--- src/rtl/riscv_pkg.sv ---
// Shared definitions for the fetch slice.
//   XLEN / ILEN   : native PC and instruction widths.
//   RESET_PC      : default byte PC after reset.
//   NOP_INSTR     : canonical no-op (addi x0,x0,0).
//   fetch_entry_t : one fetched instruction together with its byte PC.
package riscv_pkg;

  localparam int unsigned XLEN = 32;
  localparam int unsigned ILEN = 32;

  localparam logic [XLEN-1:0] RESET_PC  = 32'h0000_0000;
  localparam logic [ILEN-1:0] NOP_INSTR = 32'h0000_0013;

  typedef struct packed {
    logic [XLEN-1:0] pc;
    logic [ILEN-1:0] instr;
  } fetch_entry_t;

endpackage

--- src/rtl/fetch_buffer.sv ---
// Two-entry synchronous FIFO holding {pc, instr} pairs between the
// instruction memory and decode.
//   clk, rst          : clock, synchronous active-high reset.
//   flush             : drop every entry and rewind both pointers.
//   push, wr_pc,
//   wr_instr          : enqueue one entry at the write pointer.
//   pop               : dequeue the head entry.
//   count             : occupancy, 0..BUF_DEPTH.
//   head_pc,
//   head_instr        : head entry, straight from storage registers.
// The caller guarantees push only when not full (or when popping in the
// same cycle) and pop only when not empty.
module fetch_buffer #(
  parameter int unsigned ADDR_WIDTH = 32,
  parameter int unsigned INST_WIDTH = 32,
  parameter int unsigned BUF_DEPTH  = 2
) (
  input  logic                  clk,
  input  logic                  rst,
  input  logic                  flush,
  input  logic                  push,
  input  logic                  pop,
  input  logic [ADDR_WIDTH-1:0] wr_pc,
  input  logic [INST_WIDTH-1:0] wr_instr,
  output logic [1:0]            count,
  output logic [ADDR_WIDTH-1:0] head_pc,
  output logic [INST_WIDTH-1:0] head_instr
);

  logic                  rd_ptr_q, rd_ptr_d;
  logic                  wr_ptr_q, wr_ptr_d;
  logic [1:0]            count_q,  count_d;

  logic [ADDR_WIDTH-1:0] pc_mem_q    [BUF_DEPTH];
  logic [ADDR_WIDTH-1:0] pc_mem_d    [BUF_DEPTH];
  logic [INST_WIDTH-1:0] instr_mem_q [BUF_DEPTH];
  logic [INST_WIDTH-1:0] instr_mem_d [BUF_DEPTH];

  logic                  do_push;
  logic                  do_pop;

  always_comb begin
    do_push = push & ~flush;
    do_pop  = pop  & ~flush;

    rd_ptr_d = rd_ptr_q;
    wr_ptr_d = wr_ptr_q;
    count_d  = count_q;

    if (flush) begin
      rd_ptr_d = 1'b0;
      wr_ptr_d = 1'b0;
      count_d  = '0;
    end else begin
      if (do_push) wr_ptr_d = ~wr_ptr_q;
      if (do_pop)  rd_ptr_d = ~rd_ptr_q;
      case ({do_push, do_pop})
        2'b10:   count_d = count_q + 2'd1;
        2'b01:   count_d = count_q - 2'd1;
        default: count_d = count_q;
      endcase
    end
  end

  always_comb begin
    for (int unsigned i = 0; i < BUF_DEPTH; i++) begin
      pc_mem_d[i]    = pc_mem_q[i];
      instr_mem_d[i] = instr_mem_q[i];
    end
    if (do_push) begin
      pc_mem_d[wr_ptr_q]    = wr_pc;
      instr_mem_d[wr_ptr_q] = wr_instr;
    end
  end

  always_ff @(posedge clk) begin
    if (rst) begin
      rd_ptr_q <= 1'b0;
      wr_ptr_q <= 1'b0;
      count_q  <= '0;
    end else begin
      rd_ptr_q <= rd_ptr_d;
      wr_ptr_q <= wr_ptr_d;
      count_q  <= count_d;
    end
  end

  // Payload storage needs no reset: count gates its visibility.
  always_ff @(posedge clk) begin
    for (int unsigned i = 0; i < BUF_DEPTH; i++) begin
      pc_mem_q[i]    <= pc_mem_d[i];
      instr_mem_q[i] <= instr_mem_d[i];
    end
  end

  assign count      = count_q;
  assign head_pc    = pc_mem_q[rd_ptr_q];
  assign head_instr = instr_mem_q[rd_ptr_q];

endmodule

--- src/rtl/fetch_unit.sv ---
// Instruction-fetch stage in front of a combinational instruction memory.
//   clk, rst        : clock, synchronous active-high reset.
//   imem_addr       : word address {2'b00, pc[ADDR_WIDTH-1:2]}.
//   imem_rdata      : instruction returned for imem_addr in the same cycle.
//   redirect_valid,
//   redirect_pc     : taken branch/jump; flushes the buffer and reloads pc
//                     (target bits [1:0] are ignored).
//   dec_valid,
//   dec_ready       : valid/ready handshake toward decode.
//   dec_instr,
//   dec_pc,
//   dec_pc_plus4    : head instruction, its byte PC and PC+4.
// Every cycle the instruction at pc is captured into the buffer unless the
// buffer is full and not draining, or a redirect is in progress.
module fetch_unit #(
  parameter int unsigned           ADDR_WIDTH = riscv_pkg::XLEN,
  parameter int unsigned           INST_WIDTH = riscv_pkg::ILEN,
  parameter logic [ADDR_WIDTH-1:0] RESET_PC   = ADDR_WIDTH'(riscv_pkg::RESET_PC),
  parameter int unsigned           BUF_DEPTH  = 2
) (
  input  logic                  clk,
  input  logic                  rst,
  output logic [ADDR_WIDTH-1:0] imem_addr,
  input  logic [INST_WIDTH-1:0] imem_rdata,
  input  logic                  redirect_valid,
  input  logic [ADDR_WIDTH-1:0] redirect_pc,
  output logic                  dec_valid,
  input  logic                  dec_ready,
  output logic [INST_WIDTH-1:0] dec_instr,
  output logic [ADDR_WIDTH-1:0] dec_pc,
  output logic [ADDR_WIDTH-1:0] dec_pc_plus4
);

  import riscv_pkg::*;

  logic [ADDR_WIDTH-1:0] pc_q, pc_d;
  logic [1:0]            count;
  logic                  push;
  logic                  pop;
  logic                  unused_redirect_lsb;

  // Alignment bits of the target are dropped by construction.
  assign unused_redirect_lsb = ^redirect_pc[1:0];

  assign dec_valid = (count != 2'd0);
  assign imem_addr = {2'b00, pc_q[ADDR_WIDTH-1:2]};

  // A redirect suppresses both sides of the buffer in the cycle it is seen;
  // a full buffer may still accept a new entry when the head drains.
  always_comb begin
    pop  = dec_valid & dec_ready & ~redirect_valid;
    push = ~redirect_valid & ((count < 2'(BUF_DEPTH)) | pop);

    pc_d = pc_q;
    if (redirect_valid) begin
      pc_d = {redirect_pc[ADDR_WIDTH-1:2], 2'b00};
    end else if (push) begin
      pc_d = pc_q + ADDR_WIDTH'(4);
    end
  end

  always_ff @(posedge clk) begin
    if (rst) begin
      pc_q <= RESET_PC;
    end else begin
      pc_q <= pc_d;
    end
  end

  fetch_buffer #(
    .ADDR_WIDTH (ADDR_WIDTH),
    .INST_WIDTH (INST_WIDTH),
    .BUF_DEPTH  (BUF_DEPTH)
  ) u_fetch_buffer (
    .clk        (clk),
    .rst        (rst),
    .flush      (redirect_valid),
    .push       (push),
    .pop        (pop),
    .wr_pc      (pc_q),
    .wr_instr   (imem_rdata),
    .count      (count),
    .head_pc    (dec_pc),
    .head_instr (dec_instr)
  );

  assign dec_pc_plus4 = dec_pc + ADDR_WIDTH'(4);

endmodule

--- config.mk ---
export PLATFORM = sky130hd
export DESIGN_NAME = fetch_unit
export DESIGN_NICKNAME = d
export VERILOG_FILES = /design/src/rtl/riscv_pkg.sv /design/src/rtl/fetch_buffer.sv /design/src/rtl/fetch_unit.sv
export SDC_FILE = /design/constraint.sdc
export NUM_CORES = 1
export LEC_CHECK = 0
export ABC_AREA = 0
export ABC_CLOCK_PERIOD_IN_PS = 10350
export BUFFER_PORTS_ARGS = -buffer_cell sky130_fd_sc_hd__buf_2
export CORE_ASPECT_RATIO = 0.5
export CORE_MARGIN = 8
export CORE_UTILIZATION = 45
export DETAILED_ROUTE_END_ITERATION = 16
export GPL_ROUTABILITY_DRIVEN = 0
export PLACE_DENSITY = 0.66
export SLEW_MARGIN = 20
export SYNTH_ARGS = -nofsm -noshare
export SYNTH_HDL_FRONTEND = slang
export SYNTH_SLANG_ARGS = --single-unit
--- constraint.sdc ---
create_clock -name clk -period 10.35 [get_ports clk]
set_input_delay 1.5525 -clock clk [delete_from_list [all_inputs] [get_ports clk]]
set_output_delay 1.5525 -clock clk [all_outputs]
set_load 0.01 [all_outputs]
==> results of run 1 <==
-- cell type report --
type	instances	share of cell area, %
clock buffer	20	5.288
clock inverter	12	1.060
inverter	20	0.8483
multi-input combinational	348	28.83
sequential	159	50.04
tap	204	2.884
timing repair buffer	193	11.06
-- logic make-up (layout without fill, tap and decap cells) --
kind of cell / after synthesis / in the layout / synth area share [%]
other cells: 1 / 6 / 0.05231
compound gates: 60 / 60 / 5.900
simple gates: 158 / 158 / 11.89
flops: 159 / 159 / 61.72
xor+xnor: 56 / 56 / 6.842
fa+ha+maj: 3 / 3 / 0.5237
mux: 65 / 65 / 9.932
buf+inv: 49 / 245 / 3.142
-- critical path: cells and delay by family, from the launching register on --
| kind | cells | cell delay [ps] |
|---|---|---|
| and+or+nand+nor | 2 | 610 |
| AOI/OAI and AO/OA | 2 | 860 |
| xor gates and xnor gates | 1 | 150 |
| DFF | 1 | 550 |
| buffers and inverters | 2 | 830 |
-- state kept, by name, indices dropped and copies added, names as in the netlist, named ones only --
name / count
u_fetch_buffer.rd_ptr_q: 1
u_fetch_buffer.wr_ptr_q: 1
u_fetch_buffer.count: 2
u_fetch_buffer.instr_mem_q: 64
pc_q: 30
u_fetch_buffer.pc_mem_q: 60
-- power breakdown --
part | switching [uW] | internal [uW]
registers | 30.3 | 733
clock network | 256 | 333
logic | 105 | 78.4
-- routing by layer --
layer  routed length (um)  vias up
met5                    0        -
met4                  167        0
met3                 1009       13
met2                 8332      126
met1                 8004     2386
li1                     -     2424
-- worst paths after layout --
kind,end,slack (ps),startpoint,cells past startpoint
max reg2reg,pc_q[27]$_SDFFE_PP0P_,7110,u_fetch_buffer.count[1]$_SDFFE_PP0P_,7
min reg2reg,u_fetch_buffer.pc_mem_q[1][31]$_DFFE_PP_,530,pc_q[31]$_SDFFE_PP0P_,0
max,dec_pc_plus4[26],5370,flop,7
min,u_fetch_buffer.pc_mem_q[1][31]$_DFFE_PP_,530,pc_q[31]$_SDFFE_PP0P_,0
-- layout by cell type (no fill, tap or decap), types with 4 or more instances in the layout --
| master | n |
|---|---|
| a211oi_1 | 14 |
| a21oi_1 | 14 |
| a311oi_1 | 4 |
| buf_2 | 188 |
| buf_4 | 5 |
| clkbuf_16 | 18 |
| conb_1 | 6 |
| dfxtp_1 | 34 |
| edfxtp_1 | 124 |
| inv_1 | 19 |
| inv_4 | 4 |
| mux2_2 | 49 |
| mux2i_1 | 16 |
| nand2_1 | 31 |
| nand3_1 | 20 |
| nand4_1 | 21 |
| nand4b_1 | 4 |
| nor2_1 | 40 |
| nor3_1 | 12 |
| nor4_1 | 4 |
| o21a_1 | 4 |
| o22ai_1 | 5 |
| xnor2_1 | 23 |
| xor2_1 | 33 |
-- per-stage QoR --
stage               total power (uW)  hold WS, ps
finish                          1536        532.3
global route                    1604        551.3
CTS                             1556        535.3
detailed placement             963.8        513.6
global placement               959.6        504.4
floorplan                      880.1        520.0
==> flow_metrics.tcl, run 1 <==
set metrics [dict create \
    status "complete, no violations" \
    grt_overflow_total 0 \
    synth_top_cells_by_area "edfxtp_1 (52%), dfxtp_1 (9.8%), mux2_2 (7.7%)" \
    cpMaxStageDelayCell "buf_4" \
    ys.flop_type "edfxtp_1" \
    fin_setup_tns_ps 0 \
    setup_viol_count_final 0 \
    rsz0062_at_grt "no" \
    io_pins 197 \
    tritoncts "built" \
    std_cell_rows 32 \
    synthArstFlopShare_pct 0 \
    cts_buffers 17 \
    clkSinkCount 159 \
    placed_cells 924 \
    antenna_found_initial 0 \
    worst_pin_slew_ps 870.8 \
    drv_slew 0 \
    final_util_pct 57.11 \
    path_max_fanout 69 \
    cts_root_buffer "clkbuf_16" \
    grt_pass1_vias 5015 \
    cts_buffer_depth 2 \
    met1_usage_pct 22.54 \
    yosysTopAreaCell "edfxtp_1" \
    grt_start_max_net_pins 70 \
    ant_nets 0 \
    synth.most_common_cell "edfxtp_1" \
    htreeDepth 4 \
    hold_violations 0 \
    dieArea_um2 20470 \
    post_cts_resized 0 \
    hpwl_um 12500 \
    area_growth_pct 23.46 \
    port_buffers 188 \
    synthDistinctLibCells 52 \
    synth_area_per_cell_um2 13.01 \
    drt-wirelength-per-cell_um 18.32 \
    finalWirelength_um 17510 \
    place_area_um2 8288 \
    maxSlewHeadroom_pct 41.94 \
    yosysTopAreaCellShare_pct 51.95 \
    initial_core_util_pct 46.26 \
    grt.busiest_layer "met2" \
    synth-seq-cells 159 \
    fillCellCount 1332 \
    slowest_delay_ps 670 \
    num-nets-final 810 \
    ys_top_cells_by_count "edfxtp_1 (124), mux2_2 (49), nor2_1 (40)" \
    max_freq_mhz 201.0 \
    syn-cell-area_um2 7168 \
    num_antenna_cells 0 \
    endpoint_kind "output port" \
    drv_cap 0 \
    critical_path_class "reg2out" \
    remaining_drc_errors 0 \
    dr.pass1.iters 4 \
    core_um2 15490 \
    drt-initial-drc-count 319 \
    finClkSkew_ps 10.85 \
    synth-warning-count 0 \
    drive_above_1_share_pct 37.77 \
    regArea_um2 4428 \
    cp.required_ps 8800 \
    hold_buffers 0 \
    power_density_nw_per_um2 173.5 \
    stdcell_area_um2 8850 \
    leakagePower_uw 0.003476 \
    crit_chain "buf_4 > nand4_1 > a22oi_1 > nand3_1 > a211oi_1 > xnor2_1 > buf_2" \
    fin_cells 956 \
    multi_input_area_um2 2551 \
    setup.worst_path.start_class "flop" \
    synth_edf_count 124 \
    met3_usage_pct 3.745 \
    grt_util_met2_pct 27.72 \
    peakVddDrop_v 0.0001284 \
    insertion_delay_ps 410 \
    setup_slack_ps 5374 \
    fin_crit_sh_pct 48.08 \
    fin_crit_ps 4976 \
    seq_area_frac_synth_pct 61.72 \
    crit_arrival_ps 3420 \
    via_count 4949 \
    pre_cts_ws_ps 5769 \
    vias_per_cell 5.177 \
    synth_cells 551 \
    track_usage_pct 17.00 \
    chipHeight_um 105.2 \
    dieWidth_um 194.5 \
    clkTransAtPathRegs_ps 70 \
    post_cts_buffers 0 \
    grt_pass1_wl_um 27940 \
    min_path_type "reg2reg" \
]
No activity file was read; power rests on OpenSTA's default activity.
==> run 2: changes to the inputs <==
--- a/config.mk
+++ b/config.mk
@@ -6,7 +6,7 @@
 export NUM_CORES = 1
 export LEC_CHECK = 0
 export ABC_AREA = 0
-export ABC_CLOCK_PERIOD_IN_PS = 10350
+export ABC_CLOCK_PERIOD_IN_PS = 4650
 export BUFFER_PORTS_ARGS = -buffer_cell sky130_fd_sc_hd__buf_2
 export CORE_ASPECT_RATIO = 0.5
 export CORE_MARGIN = 8
==> constraint.sdc (replaced) <==
create_clock -name clk -period 4.65 [get_ports clk]
set_input_delay 0.6975 -clock clk [delete_from_list [all_inputs] [get_ports clk]]
set_output_delay 0.6975 -clock clk [all_outputs]
set_load 0.01 [all_outputs]
==> run 2 against run 1 <==
Net effect:
- utilization rose by 0.057 points
- final cell count rose by 0.10%
- largest power group unchanged
- die area unchanged
- combinational power rose by 120%
- sequential share of layout area is essentially flat
- sequential cell count did not move
- clock power rose by 120%
- sequential power increased by 120%
- first-iteration DRC count is 10% higher
- worst hold slack lost 57 ps
==> flow_metrics.tcl, run 2 (synthesized netlist as in run 1, its figures left out) <==
set metrics [dict create \
    initial_core_util_pct 46.26 \
    num_antenna_cells 0 \
    post_cts_resized 0 \
    cpMaxStageDelayCell "dfxtp_4" \
    num-nets-final 811 \
    cp.required_ps 3950 \
    chipHeight_um 105.2 \
    clkTransAtPathRegs_ps 70 \
    antenna_found_initial 0 \
    power_density_nw_per_um2 386.8 \
    path_max_fanout 50 \
    drt-wirelength-per-cell_um 18.23 \
    status "complete, no violations" \
    crit_chain "mux2i_1 > inv_1 > ha_1 > nand4_1 > a22oi_1 > nand3_1 > nor4_1 > xor2_1 > buf_2" \
    largest_reg_flops 64 \
    maxSlewHeadroom_pct 42.17 \
    track_usage_pct 16.72 \
    fin_total_pwr_uw 3427 \
    cts_buffers 17 \
    drt-initial-drc-count 352 \
    fin_crit_sh_pct 86.80 \
    cts_buffer_depth 2 \
    clkSinkCount 159 \
    port_buffers 188 \
    tritoncts "built" \
    fin_crit_ps 4036 \
    stdcell_area_um2 8859 \
    peakVddDrop_v 0.0002686 \
    via_count 4974 \
    io_pins 197 \
    core_um2 15490 \
    largest_registers "u_fetch_buffer.instr_mem_q (64), u_fetch_buffer.pc_mem_q (60), pc_q (30)" \
    dieArea_um2 20470 \
    ant_nets 0 \
    vias_per_cell 5.197 \
    std_cell_rows 32 \
    grt_overflow_total 0 \
    htreeDepth 4 \
    regArea_um2 4428 \
    whs_ps 475.0 \
    finClkSkew_ps 17.28 \
    endpoint_kind "output port" \
    top_register "u_fetch_buffer.instr_mem_q" \
    fin_setup_tns_ps 0 \
    cts_root_buffer "clkbuf_16" \
    grt_pass1_wl_um 27720 \
    drv_slew 0 \
    hold_violations 0 \
    grt_start_max_net_pins 63 \
    rsz0062_at_grt "no" \
    drive_above_1_share_pct 37.72 \
    fillCellCount 1346 \
    final_common_cell "buf_2" \
    leakagePower_uw 0.003458 \
    setup_viol_count_final 0 \
    hpwl_um 12700 \
    hold_buffers 0 \
    worst_pin_slew_ps 867.5 \
    remaining_drc_errors 0 \
    drv_cap 0 \
    grt_pass1_vias 5108 \
    place_area_um2 8295 \
    crit_arrival_ps 3340 \
    reg2reg_slack_ps 1330 \
    critical_path_class "reg2out" \
    setup.worst_path.start_class "flop" \
    final_cell_mix "buf_2 (188), edfxtp_1 (124), mux2_2 (49), nor2_1 (40), dfxtp_1 (34)" \
    area_growth_pct 23.58 \
    dr.pass1.iters 4 \
    finalWirelength_um 17450 \
    max_freq_mhz 247.8 \
    min_path_type "in2reg" \
    slowest_delay_ps 740 \
    multi_input_area_um2 2551 \
    insertion_delay_ps 410 \
    post_cts_buffers 0 \
    dieWidth_um 194.5 \
]
## run 2: cell count changes in the layout (fill, tap and decap cells not counted), sizes merged
cell | before | now
clkinvlp | 0 | 4
inv | 27 | 23
buf | 193 | 194
clkbuf | 20 | 19
bufinv | 0 | 1
## run 2: where the power goes
| part | internal, uW | switching [uW] | leakage (uW) |
|---|---|---|---|
| Sequential | 1630 | 70.1 | 0.00147 |
| Clock | 747 | 571 | 0.000261 |
| Combinational | 175 | 232 | 0.00173 |
| Total | 2550 | 874 | 0.00346 |
## run 2: critical path, delay by kind of cell (launching register included)
family / cells / cell delay, ps
adders and majority gates: 1 / 260
AOI/OAI and AO/OA: 1 / 430
DFF: 1 / 740
muxes: 1 / 180
xor gates and xnor gates: 1 / 180
and+or+nand+nor: 3 / 870
buffers and inverters: 2 / 250
## run 2: cell type report
class                      instances  area share [%]
clock buffer                      19           4.887
clock inverter                    13           1.469
inverter                          20          0.8475
multi-input combinational        348           28.80
sequential                       159           49.99
tap                              204           2.881
timing repair buffer             194           11.13
## run 2: final timing paths
kind,from,to,cells past startpoint
worst max-delay path,flop,dec_pc_plus4[28],9
worst min-delay path,imem_rdata[8],u_fetch_buffer.instr_mem_q[1][8]$_DFFE_PP_,1
worst max register to register,u_fetch_buffer.count[1]$_SDFFE_PP0P_,pc_q[27]$_SDFFE_PP0P_,7
worst min register to register,pc_q[30]$_SDFFE_PP0P_,u_fetch_buffer.pc_mem_q[0][30]$_DFFE_PP_,0
## run 2: through the flow
step	std cells	setup WS (ps)	utilization [%]
2_1_floorplan	556	427.2	-
3_3_place_gp	925	1059	53.54
3_5_place_dp	925	1008	53.54
4_1_cts	957	561.6	57.17
5_1_grt	957	269.7	57.17
6_report	957	613.8	57.17
## run 2: metal layers
layer	track usage, %	part of all wire (%)
met5	0	0
met3	4.284	6.2
met2	28.15	48
met1	21.27	45
met4	4.607	1.1
